**config.mk**
```make
export PLATFORM = sky130hd
export DESIGN_NAME = display_source_sequencer
export DESIGN_NICKNAME = d
export VERILOG_FILES = /design/src/rtl/display_pkg.sv /design/src/rtl/hex7seg.sv /design/src/rtl/display_source_sequencer.sv
export SDC_FILE = /design/constraint.sdc
export NUM_CORES = 1
export LEC_CHECK = 0
export BUFFER_PORTS_ARGS = -buffer_cell sky130_fd_sc_hd__buf_2
export CAP_MARGIN = 10
export CORE_MARGIN = 2
export CORE_UTILIZATION = 64
export DETAILED_ROUTE_END_ITERATION = 12
export PLACE_DENSITY = 0.86
export SKIP_LAST_GASP = 1
export SLEW_MARGIN = 20
export SYNTH_ARGS = -nofsm -noshare
export SYNTH_HDL_FRONTEND = slang
export SYNTH_SLANG_ARGS = --single-unit
export TNS_END_PERCENT = 50
```
**constraint.sdc**
```tcl
create_clock -name clk -period 3.31 [get_ports clk]
set_input_delay 0.4965 -clock clk [delete_from_list [all_inputs] [get_ports clk]]
set_output_delay 0.4965 -clock clk [all_outputs]
set_load 0.005 [all_outputs]
```
**src/rtl/display_pkg.sv**
```systemverilog
// rtl/display_pkg.sv - shared seven-segment constants for the display source sequencer
//
// Purpose: hex-to-seven-segment table, segment bit order and the active-low
// idle constants shared by the sequencer top and the hex7seg decoder.
// Ports: none (package).

package display_pkg;

  // Bit positions inside a 7-bit segment word {g,f,e,d,c,b,a}.
  typedef enum int unsigned {
    SEG_A = 0,
    SEG_B = 1,
    SEG_C = 2,
    SEG_D = 3,
    SEG_E = 4,
    SEG_F = 5,
    SEG_G = 6
  } seg_bit_e;

  // All segments dark / all anodes off (everything is active-low).
  localparam logic [6:0] SEG_BLANK = 7'h7F;
  localparam logic [3:0] AN_OFF    = 4'hF;

  // Active-low gfedcba patterns, entry N is the glyph for hex digit N.
  localparam logic [15:0][6:0] HEX7SEG_TABLE = {
    7'h0E, 7'h06, 7'h21, 7'h46,   // F E d C
    7'h03, 7'h08, 7'h10, 7'h00,   // b A 9 8
    7'h78, 7'h02, 7'h12, 7'h19,   // 7 6 5 4
    7'h30, 7'h24, 7'h79, 7'h40    // 3 2 1 0
  };

  // One-cold anode pattern for the given digit index.
  function automatic logic [3:0] an_for_digit(input logic [1:0] digit);
    return ~(4'b0001 << digit);
  endfunction

endpackage

```
**src/rtl/hex7seg.sv**
```systemverilog
// rtl/hex7seg.sv - combinational hex nibble to active-low seven-segment decoder
//
// Purpose: map one hex nibble to its active-low {g,f,e,d,c,b,a} pattern.
// Ports:
//   nibble  in   4  hex digit to show
//   seg_n   out  7  active-low segments {g,f,e,d,c,b,a}

module hex7seg
  import display_pkg::*;
(
  input  logic [3:0] nibble,
  output logic [6:0] seg_n
);

  assign seg_n = HEX7SEG_TABLE[nibble];

endmodule

```
**src/rtl/display_source_sequencer.sv**
```systemverilog
// rtl/display_source_sequencer.sv - source mux sequencer and 4-digit display scanner
//
// Purpose: steps the 32-bit source mux select on a dwell timer or a manual
// step edge (both blocked by freeze), and scans the 16-bit display half of
// the selected word across four active-low seven-segment digits.
// Ports:
//   clk               in   1      system clock, rising edge
//   rst_n             in   1      asynchronous active-low reset
//   auto_en           in   1      dwell timer advances the source
//   step              in   1      debounced step level, rising edge advances
//   freeze            in   1      hold mux_sel and the displayed value
//   value_to_display  in   16     display half from the slicer
//   mux_sel           out  SEL_W  registered source select
//   sel_changed       out  1      one-cycle pulse alongside a new mux_sel
//   an                out  4      digit enables, active-low
//   seg               out  7      segments {g,f,e,d,c,b,a}, active-low
//   dp                out  1      decimal point, low on the digit matching mux_sel

module display_source_sequencer
  import display_pkg::*;
#(
  parameter int NUM_SRC      = 4,
  parameter int SEL_W        = 2,
  parameter int DWELL_CYCLES = 100000000,
  parameter int SCAN_CYCLES  = 100000
) (
  input  logic             clk,
  input  logic             rst_n,
  input  logic             auto_en,
  input  logic             step,
  input  logic             freeze,
  input  logic [15:0]      value_to_display,
  output logic [SEL_W-1:0] mux_sel,
  output logic             sel_changed,
  output logic [3:0]       an,
  output logic [6:0]       seg,
  output logic             dp
);

  localparam int DWELL_W = (DWELL_CYCLES > 1) ? $clog2(DWELL_CYCLES) : 1;
  localparam int SCAN_W  = (SCAN_CYCLES > 1) ? $clog2(SCAN_CYCLES) : 1;

  logic [DWELL_W-1:0] dwell_cnt;
  logic [SCAN_W-1:0]  scan_cnt;
  logic [1:0]         digit;
  logic [15:0]        snapshot;
  logic               step_q;

  logic               step_rise;
  logic               dwell_tc;
  logic               scan_tc;
  logic               adv;
  logic [3:0]         nibble;
  logic [6:0]         seg_next;
  logic               dp_next;

  assign step_rise = step & ~step_q;
  assign dwell_tc  = (dwell_cnt == DWELL_W'(DWELL_CYCLES - 1));
  assign scan_tc   = (scan_cnt == SCAN_W'(SCAN_CYCLES - 1));
  // A step edge coinciding with the dwell terminal count is still one advance.
  assign adv       = ~freeze & (step_rise | (auto_en & dwell_tc));

  // Source selection and dwell timing.
  always_ff @(posedge clk or negedge rst_n) begin
    if (!rst_n) begin
      mux_sel     <= '0;
      sel_changed <= 1'b0;
      dwell_cnt   <= '0;
      step_q      <= 1'b0;
    end else begin
      // Tracked even while frozen so a step held across freeze is not replayed.
      step_q      <= step;
      sel_changed <= adv;
      if (adv) begin
        mux_sel   <= (mux_sel == SEL_W'(NUM_SRC - 1)) ? '0 : mux_sel + SEL_W'(1);
        dwell_cnt <= '0;
      end else if (auto_en && !freeze) begin
        dwell_cnt <= dwell_cnt + DWELL_W'(1);
      end
    end
  end

  // Display snapshot and digit scan; the scan free-runs regardless of mode.
  always_ff @(posedge clk or negedge rst_n) begin
    if (!rst_n) begin
      snapshot <= '0;
      scan_cnt <= '0;
      digit    <= '0;
    end else begin
      if (!freeze) begin
        snapshot <= value_to_display;
      end
      if (scan_tc) begin
        scan_cnt <= '0;
        digit    <= digit + 2'd1;
      end else begin
        scan_cnt <= scan_cnt + SCAN_W'(1);
      end
    end
  end

  always_comb begin
    nibble = snapshot[3:0];
    case (digit)
      2'd0: nibble = snapshot[3:0];
      2'd1: nibble = snapshot[7:4];
      2'd2: nibble = snapshot[11:8];
      2'd3: nibble = snapshot[15:12];
      default: nibble = snapshot[3:0];
    endcase
  end

  hex7seg u_hex7seg (
    .nibble (nibble),
    .seg_n  (seg_next)
  );

  assign dp_next = ~(32'(digit) == 32'(mux_sel));

  // Registered pin drivers, one cycle behind digit/snapshot/mux_sel.
  always_ff @(posedge clk or negedge rst_n) begin
    if (!rst_n) begin
      an  <= AN_OFF;
      seg <= SEG_BLANK;
      dp  <= 1'b1;
    end else begin
      an  <= an_for_digit(digit);
      seg <= seg_next;
      dp  <= dp_next;
    end
  end

endmodule

```
==> results.sh <==
export IMPL_status="complete, no violations"
export IMPL_hold_buffers=0
export IMPL_antenna_cells=0
export IMPL_initial_utilization=0.656
export IMPL_htree_num_levels=3
export IMPL_drt_wl_total_mm=7.68
export IMPL_synth_distinct_cells=52
export IMPL_synth_flop_cell="dfrtp_1"
export IMPL_ioPinCount=36
export IMPL_grt_busiest_layer="met2"
export IMPL_drtPass1Iterations=4
export IMPL_std_cell_rows=28
export IMPL_clk_pin_slew_ns=0.08
export IMPL_clkLatencyLatePin_ns=0.35
export IMPL_path_class="register to register"
export IMPL_drc=0
export IMPL_routabilityCongestion=0.818
export IMPL_r2r_slack_ns=0.88
export IMPL_drive_gt1_frac=0.260
export IMPL_vias=2838
export IMPL_slew_violations=0
export IMPL_avgSynthCellArea_um2=11.0
export IMPL_clock_path_buffers=2
export IMPL_seq_area_frac_synth=0.509
export IMPL_grtUsageMet3=0.0516
export IMPL_rsz0062_at_grt="false"
export IMPL_synth_seq_cells=78
export IMPL_via_per_inst=6.06
export IMPL_drtAntennaViolNets=0
export IMPL_antenna_found_initial=0
export IMPL_cts_setup_buffers=0
export IMPL_cts_sinks=78
export IMPL_final_setup_tns_ns=0
export IMPL_finalPower_mw=2.08
export IMPL_cts_resized=0
export IMPL_portBuffers=35
export IMPL_grt_util_met1=0.317
export IMPL_grt_usage=0.253
export IMPL_r2r_end="seg[3]"
export IMPL_coreArea_mm2=0.00589
export IMPL_post_dp_hpwl_mm=5.20
export IMPL_crit_start="digit[0]"
export IMPL_syn_num_nets=384
export IMPL_fin_skew_ns=0.00977
export IMPL_arrival_ns=2.70
export IMPL_syn_area_mm2=0.00386
export IMPL_yosysWarnings=0
export IMPL_maxCapViolCount=0
export IMPL_grt_pass1_vias=2768
export IMPL_fmax_mhz=412
export IMPL_async_reset_ff_frac=1.00
export IMPL_final_nets=422
export IMPL_fin_util=0.733
export IMPL_min_period_over_period=0.734
export IMPL_overflow=0
export IMPL_dieArea_mm2=0.00667
export IMPL_period_minus_slack_ns=2.43
export IMPL_cts_tree="yes"
export IMPL_area_delta_synth_final_pct=11.7
export IMPL_worstPathMaxFanout=7
export IMPL_ir_drop_v=0.000329
export IMPL_tightest_slew_ns=0.962
export IMPL_synth_edf_count=0
export IMPL_grt_max_degree=79
export IMPL_drtIter0Drc=167
export IMPL_die_h_um=81.7
export IMPL_setup_viol=0
export IMPL_die_w_um=81.7
export IMPL_cts_made_buffers=9
export IMPL_p_per_area_mw_per_mm2=483
export IMPL_worstPathRequired_ns=3.58
export IMPL_r2r_cells=11
export IMPL_endpoint_kind="register"
export IMPL_hold_viol=0
export IMPL_endpoint="seg[3]"
export IMPL_power_leakage_nw=1.88
export IMPL_min_delay_path_class="primary input to register"
export IMPL_grt_pass1_wl_mm=12.7
export IMPL_wl_per_cell_um=16.4
export IMPL_met2_usage=0.429
export IMPL_cp_start_kind="register"
export IMPL_relSlewSlack=0.359
export IMPL_cts_root_buf="clkbuf_8"
export IMPL_reg2reg_from="digit[0]"
export IMPL_syn_instance_count=350
==> critical path, stage by stage, from the launching register on <==
cell	delay, ns
dfrtp_1	0.42
inv_1	0.12
ha_1	0.29
a22oi_1	0.18
nand2_1	0.07
mux2i_1	0.45
inv_1	0.16
ha_1	0.29
inv_1	0.10
nor2_1	0.05
a21oi_1	0.13
mux2i_1	0.09
==> Yosys cell counts (2+ instances only) <==
master / count / area (um2)
a21oi_1: 5 / 25.0
a222oi_1: 3 / 30.0
a22o_1: 2 / 17.5
a22oi_1: 2 / 15.0
and2_1: 3 / 18.8
and3_1: 3 / 18.8
buf_4: 2 / 15.0
clkbuf_1: 5 / 18.8
dfrtp_1: 66 / 1650
dfstp_2: 12 / 315
ha_1: 13 / 163
inv_1: 19 / 71.3
mux2_1: 2 / 22.5
mux2_2: 20 / 225
mux2i_1: 4 / 40.0
nand2_1: 24 / 90.1
nand2b_1: 2 / 12.5
nand3_1: 18 / 90.1
nand4_1: 13 / 81.3
nor2_1: 34 / 128
nor2_2: 5 / 31.3
nor2b_1: 6 / 37.5
nor3_1: 7 / 35.0
nor4_1: 4 / 25.0
nor4_2: 5 / 62.6
o21ai_0: 5 / 25.0
o21bai_1: 2 / 15.0
o22ai_1: 2 / 12.5
o311ai_0: 3 / 26.3
o31ai_1: 3 / 22.5
xnor2_1: 24 / 210
xor2_1: 12 / 105
==> layout make-up <==
cell class	instances	area (um2)
well taps	75	93.8
flip-flops and latches	78	1970
inverters	19	71.3
fillers	410	1570
clock inverters	6	85.1
repair buffers	36	185
clock buffers	10	138
multi-input cells	244	1780
==> routing by layer <==
layer	vias to the layer above	part of all wire
met1	1433	0.43
met4	0	0.020
met3	19	0.045
li1	1300	-
met2	86	0.50
met5	-	0
==> power by group <==
part | internal [mW] | switching (mW) | total, mW
clock | 0.442 | 0.350 | 0.792
sequential | 1.03 | 0.0421 | 1.07
combinational | 0.103 | 0.120 | 0.223
==> stage by stage <==
step	hold WS, ns	setup WS, ns	instance area [um2]	instances
global placement	0.463	0.940	4090	452
CTS	0.248	0.887	4320	468
floorplan	0.201	1.16	3860	350
finish	0.259	0.882	4320	468
detailed placement	0.470	0.908	4090	452
global route	0.248	0.680	4320	468
==> sequential cells by signal, indices dropped and copies added (netlist names) <==
name         count
dp               1
mux_sel          2
seg              7
digit            2
an               4
dwell_cnt       27
scan_cnt        17
snapshot        16
sel_changed      1
step_q           1
==> worst min-delay path by stage <==
stage                           start          end  slack [ns]  cells after the start
after floorplan                 rst_n     digit[0]        0.20                      0
after global placement    scan_cnt[4]  scan_cnt[4]        0.46                      1
after detailed placement  scan_cnt[4]  scan_cnt[4]        0.47                      1
after CTS                        step       step_q        0.25                      1
after global routing             step       step_q        0.25                      1
final                            step       step_q        0.26                      1
==> cell usage in the layout (no fill, tap or decap), types with 5 or more instances in the layout <==
cell type,synthesis,routed
ha_1,13,13
nand2_1,24,24
nand4_1,13,13
nor4_2,5,5
inv_1,19,19
o21ai_0,5,5
nor2b_1,6,6
nor2_2,5,5
clkbuf_8,0,10
mux2_2,20,20
nand3_1,18,18
xor2_1,12,12
nor3_1,7,7
nor2_1,34,34
buf_2,0,34
xnor2_1,24,24
a21oi_1,5,5
dfrtp_1,66,66
dfstp_2,12,12
==> logic make-up (layout without fill, tap and decap cells) <==
family	after synthesis	count (layout)	synth area share
and+or+nand+nor	137	137	0.201
DFF	78	78	0.509
xor gates and xnor gates	36	36	0.0816
AOI/OAI and AO/OA	32	32	0.0606
buffers and inverters	28	71	0.0311
muxes	26	26	0.0745
adders and majority gates	13	13	0.0421
Note: power is estimated with default switching activity, not from simulation.
